--- config.mk ---
export PLATFORM = sky130hd
export DESIGN_NAME = fpu_stack_tag_ctrl
export DESIGN_NICKNAME = d
export VERILOG_FILES = /design/src/rtl/fpu_stack_tag_ctrl.sv
export SDC_FILE = /design/constraint.sdc
export NUM_CORES = 1
export LEC_CHECK = 0
export ABC_AREA = 1
export BUFFER_PORTS_ARGS = -buffer_cell sky130_fd_sc_hd__buf_2
export CELL_PAD_IN_SITES_DETAIL_PLACEMENT = 1
export CELL_PAD_IN_SITES_GLOBAL_PLACEMENT = 2
export CORE_MARGIN = 3
export CORE_UTILIZATION = 28
export DETAILED_ROUTE_END_ITERATION = 10
export PLACE_DENSITY_LB_ADDON = 0.1
export SYNTH_ARGS = -nofsm -noshare
export SYNTH_HDL_FRONTEND = slang
export SYNTH_SLANG_ARGS = --single-unit
--- constraint.sdc ---
create_clock -name clk -period 3.1 [get_ports clk]
set_input_delay 0 -clock clk [delete_from_list [all_inputs] [get_ports clk]]
set_output_delay 0 -clock clk [all_outputs]
set_load 0.05 [all_outputs]
--- src/rtl/fpu_stack_tag_ctrl.sv ---
// fpu_stack_tag_ctrl: FPU tag-register / stack-top sequencer.
// Each accepted op runs IDLE -> CHECK -> COMMIT. CHECK samples tag_in and
// precomputes the new tag word, TOP and fault. COMMIT raises done and the
// write strobe.
// Optional feature macro: FPU_TAG_CLASSIFY_EN. It adds op_value, an 80-bit
// extended real. PUSH and WRITE_ST then take their tag from a classification
// of op_value instead of from op_tag.
module fpu_stack_tag_ctrl #(
    parameter logic [2:0] INIT_TOP = 3'd0
) (
    input  logic        clk,
    input  logic        reset,
    input  logic        op_valid,
    output logic        op_ready,
    input  logic [2:0]  op_code,
    input  logic [2:0]  op_index,
    input  logic [1:0]  op_tag,
`ifdef FPU_TAG_CLASSIFY_EN
    input  logic [79:0] op_value,
`endif
    input  logic [15:0] tag_in,
    output logic [15:0] tag_wdata,
    output logic        tag_we,
    output logic [2:0]  top,
    output logic        done,
    output logic        stack_fault,
    output logic        c1
);

    localparam logic [2:0] OpPush    = 3'b000;
    localparam logic [2:0] OpPop     = 3'b001;
    localparam logic [2:0] OpWriteSt = 3'b010;
    localparam logic [2:0] OpFree    = 3'b011;
    localparam logic [2:0] OpInit    = 3'b100;
    localparam logic [2:0] OpIncstp  = 3'b101;
    localparam logic [2:0] OpDecstp  = 3'b110;
    localparam logic [2:0] OpCheckSt = 3'b111;

    localparam logic [1:0] TagEmpty = 2'b11;

    typedef enum logic [1:0] {StIdle, StCheck, StCommit} state_t;

    state_t      r_state;
    state_t      w_state_next;

    logic [2:0]  r_code;
    logic [2:0]  r_index;
    logic [1:0]  r_tag;
    logic [2:0]  r_top;
    logic [2:0]  r_new_top;
    logic [15:0] r_tag_wdata;
    logic        r_fault;
    logic        r_ovf;
    logic        r_we;
    logic        r_c1;

    logic [2:0]  w_slot;
    logic [1:0]  w_slot_tag;
    logic [1:0]  w_wr_tag;
    logic [1:0]  w_wr_val;
    logic        w_patch;
    logic        w_fault;
    logic        w_ovf;
    logic        w_we;
    logic [2:0]  w_new_top;
    logic [15:0] w_word;

`ifdef FPU_TAG_CLASSIFY_EN
    logic [78:0] r_value;
    logic        w_unused_sign;

    // Sign bit plays no part in the tag class.
    assign w_unused_sign = op_value[79];

    function automatic logic [1:0] classify(input logic [78:0] v);
        logic [14:0] exp;
        logic [63:0] man;
        exp = v[78:64];
        man = v[63:0];
        if (exp == 15'd0 && man == 64'd0) begin
            classify = 2'b01;
        end else if (exp == 15'h7FFF || exp == 15'd0 || !man[63]) begin
            classify = 2'b10;
        end else begin
            classify = 2'b00;
        end
    endfunction

    assign w_wr_tag = classify(r_value);
`else
    assign w_wr_tag = r_tag;
`endif

    // State register.
    always_ff @(posedge clk) begin
        if (reset) begin
            r_state <= StIdle;
        end else begin
            r_state <= w_state_next;
        end
    end

    // Next-state: fixed three-step sequence per accepted op.
    always_comb begin
        w_state_next = r_state;
        unique case (r_state)
            StIdle:   if (op_valid) w_state_next = StCheck;
            StCheck:  w_state_next = StCommit;
            StCommit: w_state_next = StIdle;
            default:  w_state_next = StIdle;
        endcase
    end

    // Target slot per op: PUSH looks below TOP, POP at TOP, the rest at ST(i).
    always_comb begin
        w_slot = r_top + r_index;
        if (r_code == OpPush) begin
            w_slot = r_top - 3'd1;
        end else if (r_code == OpPop) begin
            w_slot = r_top;
        end
    end

    assign w_slot_tag = tag_in[{w_slot, 1'b0} +: 2];

    // Fault detection, new TOP and the tag value to drop into the target slot.
    always_comb begin
        w_fault   = 1'b0;
        w_ovf     = 1'b0;
        w_we      = 1'b0;
        w_patch   = 1'b0;
        w_wr_val  = w_wr_tag;
        w_new_top = r_top;
        unique case (r_code)
            OpPush: begin
                w_fault   = (w_slot_tag != TagEmpty);
                w_ovf     = 1'b1;
                w_we      = 1'b1;
                w_patch   = 1'b1;
                w_new_top = r_top - 3'd1;
            end
            OpPop: begin
                w_fault   = (w_slot_tag == TagEmpty);
                w_we      = 1'b1;
                w_patch   = 1'b1;
                w_wr_val  = TagEmpty;
                w_new_top = r_top + 3'd1;
            end
            OpWriteSt: begin
                w_we    = 1'b1;
                w_patch = 1'b1;
            end
            OpFree: begin
                w_we     = 1'b1;
                w_patch  = 1'b1;
                w_wr_val = TagEmpty;
            end
            OpInit: begin
                w_we      = 1'b1;
                w_new_top = INIT_TOP;
            end
            OpIncstp:  w_new_top = r_top + 3'd1;
            OpDecstp:  w_new_top = r_top - 3'd1;
            OpCheckSt: w_fault = (w_slot_tag == TagEmpty);
            default:   w_fault = 1'b0;
        endcase
    end

    // New tag word: untouched slots pass through from the sampled tag_in.
    always_comb begin
        w_word = tag_in;
        if (r_code == OpInit) begin
            w_word = 16'hFFFF;
        end else if (w_patch) begin
            w_word[{w_slot, 1'b0} +: 2] = w_wr_val;
        end
    end

    // Datapath registers: latch on accept, precompute in CHECK, retire in COMMIT.
    always_ff @(posedge clk) begin
        if (reset) begin
            r_code      <= 3'd0;
            r_index     <= 3'd0;
            r_tag       <= 2'd0;
            r_top       <= INIT_TOP;
            r_new_top   <= INIT_TOP;
            r_tag_wdata <= 16'hFFFF;
            r_fault     <= 1'b0;
            r_ovf       <= 1'b0;
            r_we        <= 1'b0;
            r_c1        <= 1'b0;
`ifdef FPU_TAG_CLASSIFY_EN
            r_value     <= 79'd0;
`endif
        end else begin
            unique case (r_state)
                StIdle: begin
                    if (op_valid) begin
                        r_code  <= op_code;
                        r_index <= op_index;
                        r_tag   <= op_tag;
`ifdef FPU_TAG_CLASSIFY_EN
                        r_value <= op_value[78:0];
`endif
                    end
                end
                StCheck: begin
                    r_fault   <= w_fault;
                    r_ovf     <= w_ovf;
                    r_we      <= w_we & ~w_fault;
                    r_new_top <= w_new_top;
                    if (!w_fault) begin
                        r_tag_wdata <= w_word;
                    end
                end
                StCommit: begin
                    if (!r_fault) begin
                        r_top <= r_new_top;
                    end
                    r_c1 <= r_fault & r_ovf;
                end
                default: r_fault <= 1'b0;
            endcase
        end
    end

    // Gating with reset makes a reset in COMMIT suppress that cycle's strobes.
    assign op_ready    = (r_state == StIdle);
    assign done        = (r_state == StCommit) & ~reset;
    assign tag_we      = done & r_we;
    assign stack_fault = done & r_fault;
    assign tag_wdata   = r_tag_wdata;
    assign top         = r_top;
    assign c1          = r_c1;

endmodule

==> impl_metrics.ini <==
[clock_network]
clk_latency_ns = 0.29
cts_tree = done
htree_levels = 2
cts.sinks = 36
cts_buffers = 5
clock_path_buffers = 2
root_buffer = clkbuf_8
post_cts_buffers = 0
clk_transition_reported_paths_ns = 0.07

[route]
dr.first_iter.drc_count = 80
drt-pass1-iter-count = 4
wl_per_cell_um = 15.2
vias = 2367
drcViolationCount = 0
ant_nets = 0
totalWireLength_um = 7400
via_per_inst = 4.85

[setup_path]
r2r_start = top[0]$_SDFFE_PP0P_
slowest_delay_ns = 0.47
cpMostUsedCell = nand2_1
cp-start-kind = flop
cp-startpoint = top[0]$_SDFFE_PP0P_
path_cells = ha_1, fa_1, inv_1, nand2_1, nand2_1, nand2_1, nand2_2, ha_1, ha_1, nand2_1, nor2_4, nand2_1, nand2_1, nand3_1, nand3_1, nand3_1
worstPathRequired_ns = 3.25
path_class = flop to flop
critPathCaptureType = flop
r2r_slack_ns = 0.26
crit_family = adder cells
cpMaxStageDelayCell = fa_1
critical_path_buf_inv_count = 1
cp_max_fo = 12
arrival_ns = 2.99

[final_layout]
nNetsFinal = 423
nFillCells = 988
final_cells = 488
fin_util_pct = 36.3
area_growth_pct = 22.6
diodes = 0
final_layout_size_suffix_gt1_share_pct = 21.3

[sta]
clock_skew_ns = 0.00642
min_period_ns = 2.84
drv_slew = 0
min_period_over_period_pct = 91.7
hold_viol = 0
setup-tns-final_ns = 0
hold_ws_ns = 0.00811
fmax_mhz = 352
maxSlewHeadroom_pct = 34.9
finalSetupViolCount = 0
worstMarginPinSlew_ns = 0.973
grt_setup_unrepaired = no

[grt]
gr-max-usage-layer = met2
grt_usage_pct = 17.5
grt_pass1_wl_um = 12000
grt_use_met1_pct = 20.3
overflow = 0
grt_max_degree = 32
antenna_found_initial = 0
grt_pass1_vias = 2447
grt_use_met3_pct = 4.06
use_met2_pct = 31.2

[power_and_ir_drop]
power_density_nw_per_um2 = 590
cellLeakagePower_nw = 1.31
vdd_drop_max_mv = 0.166

[yosys]
yosysMostFrequentCell = nand2_1
ys_seq_area_share_pct = 32.9
synth-seq-cells = 36
synth-edff-count = 0
ys_warn_count = 0
synth.net_count = 370
yosys-top-cells-count = 87 x nand2_1, 73 x nand3_1, 36 x dfxtp_1
synth_top_area_share_pct = 32.9
netlist_area_sq_um = 2190
synth_area_leader_cell = dfxtp_1
synth_cells = 335
avgSynthCellArea_sq_um = 6.55
synthFlopType = dfxtp_1
ys_async_sr_fraction_pct = 0
ys_top_cells_by_area = dfxtp_1 33%, nand3_1 17%, nand2_1 15%, nor2_1 5.1%, o21ai_0 4.6%
synth_cell_types = 27

[floorplanning]
row_count = 31
start_util_pct = 29.6
ios = 51
dieWidth_um = 94.5
core_sq_um = 7410
die_height_um = 94.5
dieArea_sq_um = 8930

[worst_hold_path]
worstHoldStart = op_index[0]
hold_class = primary input to flop

[run]
maxCapViolCount = 0

[placed_design]
io_buffers = 50
gp_congestion = 0.782
dp.cells = 476
dp_hpwl_um = 5880

[outcome]
outcome = completed
metal layers:
layer / vias up / share of wire, %
li1: 1211 / -
met1: 1093 / 43
met2: 52 / 50
met3: 11 / 4.2
met4: 0 / 2.4
met5: - / 0
layout make-up:
class                   count  area [sq um]  area share [%]
clock buffers               6          72.6            2.70
clock inverters             2          35.0            1.30
inverters                  29           109            4.05
multi-input cells         258          1310            48.7
flip-flops and latches     36           721            26.8
well taps                  99           124            4.60
repair buffers             58           320            11.9
state kept, by name (all words and copies together), names as in the netlist:
name / cells
r_index: 3
top: 3
r_ovf: 1
r_tag: 2
r_we: 1
r_code: 3
tag_wdata: 16
r_state: 2
r_new_top: 3
c1: 1
r_fault: 1
cell families (layout without fill, tap and decap cells):
group	after synthesis	in the layout	synth area share, %
simple gates	209	209	43.8
fa+ha+maj	8	8	4.91
xor+xnor	1	1	0.399
compound gates	40	40	9.98
flops	36	36	32.9
buf+inv	41	95	8.04
final timing paths:
path	endpoint	depth (start not counted)
worst max-delay path	tag_wdata[3]$_SDFFE_PP1P_	16
worst min-delay path	r_index[0]$_SDFFE_PP0P_	3
worst max register to register	tag_wdata[3]$_SDFFE_PP1P_	16
worst min register to register	tag_wdata[1]$_SDFFE_PP1P_	2
worst register-to-register path, delay by kind of cell (launching register included):
family | cells | cell delay, ns
fa+ha+maj | 4 | 1.21
simple gates | 11 | 1.11
flops | 1 | 0.32
buf+inv | 1 | 0.04
placed cells by master, fill, tap and decap left out:
cell type       n
nand3_2         4
nor2_2          2
a21boi_2        1
fa_1            1
or2_2           1
ha_1            7
bufinv_16       1
clkbuf_1        1
buf_2          50
nand2_4         4
nand3_1        73
a21oi_1        13
nand2_2         5
and3_1          1
inv_2           3
dlygate4sd3_1   4
clkinv_2        1
nor2_4          2
nand4_1         1
inv_1          26
o211ai_1        3
dfxtp_1        36
buf_4           4
o21ai_0        20
nand2_1        86
nor2_1         28
o31ai_1         1
a31oi_1         2
nor3_1          2
clkbuf_8        5
xor2_1          1
stage by stage:
step	setup WS, ns	area, sq um	total power [mW]
3_3_place_gp	0.133	2530	1.18
5_1_grt	0.0282	2690	1.71
4_1_cts	0.112	2680	1.60
3_5_place_dp	0.116	2530	1.18
2_1_floorplan	0.236	2190	1.02
6_report	0.259	2690	1.59
power by group:
part	internal [mW]	total, mW	switching [mW]
clock	0.239	0.412	0.173
combinational	0.180	0.641	0.462
sequential	0.506	0.534	0.0277
timing repair:
item                       CTS  global route
hold endpoints to repair     5             0
resized for setup            0             4
hold buffers                 4             0
setup endpoints to repair    0            13
(Power assumes the default switching activity.)
